## src/rtl/counter_bcd_countdown.sv

```systemverilog
// BCD MM:SS countdown timer with seven-segment outputs.
// Counts a clamped preset down to 00:00 on tick strobes, with start/pause/load
// control, a one-cycle borrow_out pulse on reaching zero, and a sticky done state.

// Seven-segment decoder, active-high segments {g,f,e,d,c,b,a}; non-BCD codes blank.
module seven_segment (
  input  logic [3:0] digit,
  output logic [6:0] seg
);

  // Map a BCD digit to its segment pattern.
  always_comb begin
    seg = 7'h00;
    case (digit)
      4'd0:    seg = 7'h3F;
      4'd1:    seg = 7'h06;
      4'd2:    seg = 7'h5B;
      4'd3:    seg = 7'h4F;
      4'd4:    seg = 7'h66;
      4'd5:    seg = 7'h6D;
      4'd6:    seg = 7'h7D;
      4'd7:    seg = 7'h07;
      4'd8:    seg = 7'h7F;
      4'd9:    seg = 7'h6F;
      default: seg = 7'h00;
    endcase
  end

endmodule

module counter_bcd_countdown #(
  parameter logic [7:0] DEFAULT_MIN = 8'h05,
  parameter logic [7:0] DEFAULT_SEC = 8'h00
) (
  input  logic        clk,
  input  logic        reset,
  input  logic        load,
  input  logic [7:0]  preset_min,
  input  logic [7:0]  preset_sec,
  input  logic        start,
  input  logic        pause,
  input  logic        tick,
  output logic [15:0] s,
  output logic [27:0] q,
  output logic        running,
  output logic        done,
  output logic        borrow_out
);

  typedef enum logic [1:0] {
    IDLE  = 2'd0,
    RUN   = 2'd1,
    PAUSE = 2'd2,
    DONE  = 2'd3
  } state_t;

  state_t      state;
  state_t      state_next;
  logic [15:0] s_next;
  logic        borrow_next;

  // Limit a ones digit to 9.
  function automatic logic [3:0] clamp_ones(input logic [3:0] d);
    if (d > 4'd9) begin
      clamp_ones = 4'd9;
    end else begin
      clamp_ones = d;
    end
  endfunction

  // Limit a tens digit to 5.
  function automatic logic [3:0] clamp_tens(input logic [3:0] d);
    if (d > 4'd5) begin
      clamp_tens = 4'd5;
    end else begin
      clamp_tens = d;
    end
  endfunction

  // One-second BCD decrement with borrow ripple; minute tens saturate at zero
  // because the count never goes below 00:00.
  function automatic logic [15:0] bcd_dec(input logic [15:0] v);
    logic [15:0] r;
    r = v;
    if (v[3:0] != 4'd0) begin
      r[3:0] = v[3:0] - 4'd1;
    end else begin
      r[3:0] = 4'd9;
      if (v[7:4] != 4'd0) begin
        r[7:4] = v[7:4] - 4'd1;
      end else begin
        r[7:4] = 4'd5;
        if (v[11:8] != 4'd0) begin
          r[11:8] = v[11:8] - 4'd1;
        end else begin
          r[11:8] = 4'd9;
          if (v[15:12] != 4'd0) begin
            r[15:12] = v[15:12] - 4'd1;
          end else begin
            r[15:12] = 4'd0;
          end
        end
      end
    end
    bcd_dec = r;
  endfunction

  // Next-state, next-count and borrow decode; load overrides everything.
  always_comb begin
    state_next  = state;
    s_next      = s;
    borrow_next = 1'b0;
    if (load) begin
      state_next = IDLE;
      s_next     = {clamp_tens(preset_min[7:4]), clamp_ones(preset_min[3:0]),
                    clamp_tens(preset_sec[7:4]), clamp_ones(preset_sec[3:0])};
    end else begin
      case (state)
        IDLE: begin
          if (start && (s != 16'h0000)) begin
            state_next = RUN;
          end else begin
            state_next = IDLE;
          end
        end
        RUN: begin
          if (pause) begin
            state_next = PAUSE;
          end else if (tick) begin
            s_next = bcd_dec(s);
            if (s == 16'h0001) begin
              state_next  = DONE;
              borrow_next = 1'b1;
            end else begin
              state_next = RUN;
            end
          end else begin
            state_next = RUN;
          end
        end
        PAUSE: begin
          if (start) begin
            state_next = RUN;
          end else begin
            state_next = PAUSE;
          end
        end
        DONE: begin
          state_next = DONE;
        end
        default: begin
          state_next = IDLE;
        end
      endcase
    end
  end

  // State, count and borrow registers with asynchronous default restore.
  always_ff @(posedge clk or negedge reset) begin
    if (!reset) begin
      state      <= IDLE;
      s          <= {DEFAULT_MIN, DEFAULT_SEC};
      borrow_out <= 1'b0;
    end else begin
      state      <= state_next;
      s          <= s_next;
      borrow_out <= borrow_next;
    end
  end

  assign running = (state == RUN);
  assign done    = (state == DONE);

  seven_segment u_seg_sec_ones (.digit(s[3:0]),   .seg(q[6:0]));
  seven_segment u_seg_sec_tens (.digit(s[7:4]),   .seg(q[13:7]));
  seven_segment u_seg_min_ones (.digit(s[11:8]),  .seg(q[20:14]));
  seven_segment u_seg_min_tens (.digit(s[15:12]), .seg(q[27:21]));

endmodule
```

## config.mk

```make
export PLATFORM = sky130hd
export DESIGN_NAME = counter_bcd_countdown
export DESIGN_NICKNAME = d
export VERILOG_FILES = /design/src/rtl/counter_bcd_countdown.sv
export SDC_FILE = /design/constraint.sdc
export NUM_CORES = 1
export LEC_CHECK = 0
export ABC_AREA = 1
export BUFFER_PORTS_ARGS = -buffer_cell sky130_fd_sc_hd__clkbuf_2
export CELL_PAD_IN_SITES_DETAIL_PLACEMENT = 1
export CELL_PAD_IN_SITES_GLOBAL_PLACEMENT = 1
export CORE_MARGIN = 4
export CORE_UTILIZATION = 37
export DETAILED_ROUTE_END_ITERATION = 8
export GPL_ROUTABILITY_DRIVEN = 0
export PLACE_DENSITY = 0.95
export SYNTH_ARGS = -nofsm -noshare
export SYNTH_HDL_FRONTEND = slang
export SYNTH_SLANG_ARGS = --single-unit
```

## constraint.sdc

```tcl
create_clock -name clk -period 4.05 [get_ports clk]
set_input_delay 0.81 -clock clk [delete_from_list [all_inputs] [get_ports clk]]
set_output_delay 0.81 -clock clk [all_outputs]
set_load 0.005 [all_outputs]
```

# Word-level counts from Yosys, hierarchy flattened
# Memory sizes are Yosys's and may differ from the RTL's.
# Cells that the tools add are included.
# op_classes
eq_ne,8
addsub,4
n_lt_le_gt_ge,4
reduce_logical,13
n_mux,27
# ops
op,n
2-to-1 mux 16 bit,4
2-to-1 mux 4 bit,9
== test 16 x 1 -> 1 bit (second input constant),1
nonzero test 16 bit,1
nonzero test 4 bit,4
subtractor 4 x 1 -> 4 bit (second input constant),4
2-to-1 mux 12 bit,1
2-to-1 mux 2 bit,5
> comparator 4 x 3 -> 1 bit (second input constant),2
> comparator 4 bit (second input constant),2
2-to-1 mux 8 bit,1
inequality test 2 bit (second input constant),4
case mux 2 bit (4 select lines),1
2-to-1 mux 1 bit,6
AND reduction 6 bit,1
AND reduction 5 bit,1
== test 2 bit (second input constant),2
AND reduction 4 bit,1
nonzero test 2 bit,2
AND reduction 3 bit,1
== test 2 x 1 -> 1 bit (second input constant),1
logical NOT 2 bit,1
logical AND 1 bit,1
# totals
memories,4
regBits,19
rom_bits,448
in_bits,22
elab_cells,66
output_inout_bits,47
# memory_table
memory,words,word_bits,rd,rd_ports_with_merged_regs,wr,line,rtl
(name not given),16,7,1,0,0,14,case (digit)
(name not given),16,7,1,0,0,14,
(name not given),16,7,1,0,0,14,
(name not given),16,7,1,0,0,14,

# Depth between registers and ports, before layout
# depth
ltp_word,9
mapped_depth,9
mapped_depth_nobuf,9

# Hierarchy
# Synthesis repeated with hierarchy kept, for this count alone.
# unflattened
hier_cells,352
area_unflattened_um2,2130.8
# by_module_without_submodules
module,cells_each,seq_area_each_um2,n_inst,area_per_inst_um2
counter_bcd_countdown,196,478.0,1,1290.0
seven_segment,39,0.0,4,210.2

# Worst setup path after synthesis
# OpenSTA, ideal clock, no wires.
# synth_timing
kind,register to output
start,register s[8]
end,output port q[17]
setup_slack_ns,1.977
stages_incl_launch_ff,7
arrival_time_ns,1.263
required_time_ns,3.240
n_path_buf,0
cell_sequence,dfstp_2 -> inv_1 -> ha_1 -> a21oi_1 -> inv_1 -> nor2_1 -> nor2_1
# synth_via
elab_chain_len,1
# synth_lines
element,line,rtl
"start, declared",43,"output logic [15:0] s,"
"start signal, assigned",162,"s <= {DEFAULT_MIN, DEFAULT_SEC};"
"start signal, assigned",166,s <= s_next;
memory (16 x 7 bit),n/a,
"end, declared",44,"output logic [27:0] q,"
# Every way passes these cells.

# Final worst setup path
# Ends and elaborated chain as after synthesis.

==> flow_summary.toml <==
[layout]
final_nets = 420
layout_commonest_cell = "nand2_1"
antennaDiodeCount = 0
layout_common_cells = "nand2_1 (96), clkbuf_2 (68), nor2_1 (41)"
finalNonFillerCells = 443
fill_cells = 743
regArea_um2 = 478
multi_input_area_um2 = 1330
drive_above_1_share_pct = 26.5
area_delta_synth_final_pct = 21.8

[setup_path]
critPathCapture = "q[17]"
rr_worst_depth = 9
crit_start = "s[8]"
arrival_ns = 1.78
cp_data_required_time_ns = 3.24
critPathLaunchType = "flop"
crit_fanout = 6
crit_path_end_kind = "primary output"
r2r-end = "s[11]"
r2r_start = "s[0]"
r2r_slack_ns = 2.33
path_class = "flop to primary output"

[power]
pwr-share-clk_pct = 7.9
seqPwrFrac_pct = 23.8
power_mw = 1.76
irDropWorstVdd_uv = 256
swShare_pct = 53.3
power.density_nw_per_um2 = 728
power.leakage_nw = 1.40
cell_internal_pwr_mw = 0.821
p_sw_mw = 0.937
combPwrFrac_pct = 68.3

[yosys]
ys_warn_count = 0
async_flop_share_pct = 100
synth_seq_cells = 19
netlist_area_um2 = 1980
synth_edf_count = 0
yosysUniqueCellTypes = 24
synth_seq_area_share_pct = 24.1
yosys_most_used_dff = "dfrtp_1"
avgSynthCellArea_um2 = 6.48
syn_inst = 306
syn_nets = 352

[die]
die_y_um = 81.2
die_area_um2 = 6600
start_util_pct = 38.6
io_pins = 69
coreArea_um2 = 5140
rows = 26
die_w_um = 81.2

[clock_network]
postCtsSetupBuffers = 0
root_buffer = "clkbuf_8"
cts.reportedPaths.clkPinSlew_ns = 0.08
insertion_delay_ns = 0.27
cts_resized = 0
cts_tree = "yes"
cts_max_path_buffers = 2
htreeDepth = 1
cts_buffers = 3
clock_sinks = 19
postCtsHoldBufs = 0

[sta]
relSlewSlack_pct = 66.2
drv_slew = 0
worst_clock_skew_ns = 0.00253
tns_ns = 0
hold_violations = 0
clock.fmax_mhz = 386
tightest_slew_ns = 0.506
setup_viol = 0
rsz0062_at_grt = "no"
fin_crit_sh_pct = 63.9
setup_slack_ns = 1.46
post-route-min-period_ns = 2.59

[global_route]
overflow = 0
antenna_found_initial = 0
grt_max_degree = 20
grt_pass1_vias = 2285
grt_usage_pct = 20.4
grt_pass1_wl_mm = 10.7

[placement]
dp.cells = 439
preCtsSetupSlack_ns = 1.76
hpwlAfterDp_mm = 5.32
port_buffers = 68

[job]
drv_cap = 0

[routing]
vias = 2250
detail_route.iter0.violations = 56
wl_per_cell_um = 14.4
viasPerCell = 5.08
ant_nets = 0
route.met3.wl_um = 225
drcViolationCount = 0
top_layer_used = "met4"
wirelength_mm = 6.39
drtPass1Iterations = 4
route.met2.wl_mm = 3.46
wl_met1_mm = 2.61

[min_path]
hp-class = "input port to async pin"

[run_status]
outcome = "completed"
[area by class of cell]
type,count,area share (%)
multi-input combinational,245,54.8
clock buffer,3,1.71
inverter,37,5.75
tap,70,3.63
sequential,19,19.8
clock inverter,1,0.207
timing repair buffer,68,14.1
[per-stage QoR]
step           hold WS (ns)  area [µm²]  utilization (%)
6_report              0.496        2420             47.0
5_1_grt               0.537        2420             47.0
4_1_cts               0.517        2420             47.0
3_5_place_dp          0.504        2370             46.1
3_3_place_gp          0.491        2370             46.1
2_1_floorplan         0.486        1980                -
[power groups by stage]
stage                     registers [mW]  clock network, mW  logic [mW]
after floorplan                    0.372                  0       0.751
after global placement             0.414                  0        1.14
after detailed placement           0.420                  0        1.22
after CTS                          0.416              0.142        1.23
after global routing               0.436              0.148        1.38
final                              0.418              0.139        1.20
[worst max-delay path, stage by stage (launching register included)]
cell and delay [ns]:
dfstp_2 0.58, inv_1 0.11, ha_1 0.32, a21oi_1 0.15, inv_1 0.06, nor2_1 0.11
nor2_1 0.06, clkbuf_2 0.11
[cell usage after synthesis, types with 3 or more instances]
master / n / share of area (%)
a21oi_1: 12 / 3.0
buf_6: 3 / 1.7
dfrtp_1: 17 / 21
ha_1: 24 / 15
inv_1: 33 / 6.2
inv_2: 4 / 0.76
nand2_1: 96 / 18
nand2_2: 6 / 1.9
nand2_4: 3 / 1.7
nand3_1: 24 / 6.1
nor2_1: 41 / 7.8
nor2_4: 3 / 1.7
o21ai_0: 19 / 4.8
o22ai_1: 4 / 1.3
or2_2: 4 / 1.3
[worst min path at each step]
stage,end,start,cells after the start
floorplan,s[8],s[8],2
CTS,s[1],reset,1
finish,s[1],reset,1
global placement,s[8],s[8],2
global route,state[0],reset,1
detailed placement,s[8],s[8],2
[per-layer routing]
| metal | up-vias | GRT usage [%] |
|---|---|---|
| met2 | 54 | 39.3 |
| met1 | 1086 | 23.2 |
| met5 | - | 0 |
| li1 | 1101 | - |
| met3 | 9 | 2.66 |
| met4 | 0 | 5.91 |
[sequential cells by signal, summed over array words and instances, names as in the netlist]
name / count
state: 2
s: 16
borrow_out: 1
[cell families (layout without fill, tap and decap cells)]
logic type / count (synthesis) / after routing / share of synthesized area, %
compound gates: 37 / 37 / 9.71
simple gates: 184 / 184 / 41.9
fa+ha+maj: 24 / 24 / 15.1
flops: 19 / 19 / 24.1
buf+inv: 42 / 109 / 9.14
Note: power is estimated with default switching activity, not from simulation.
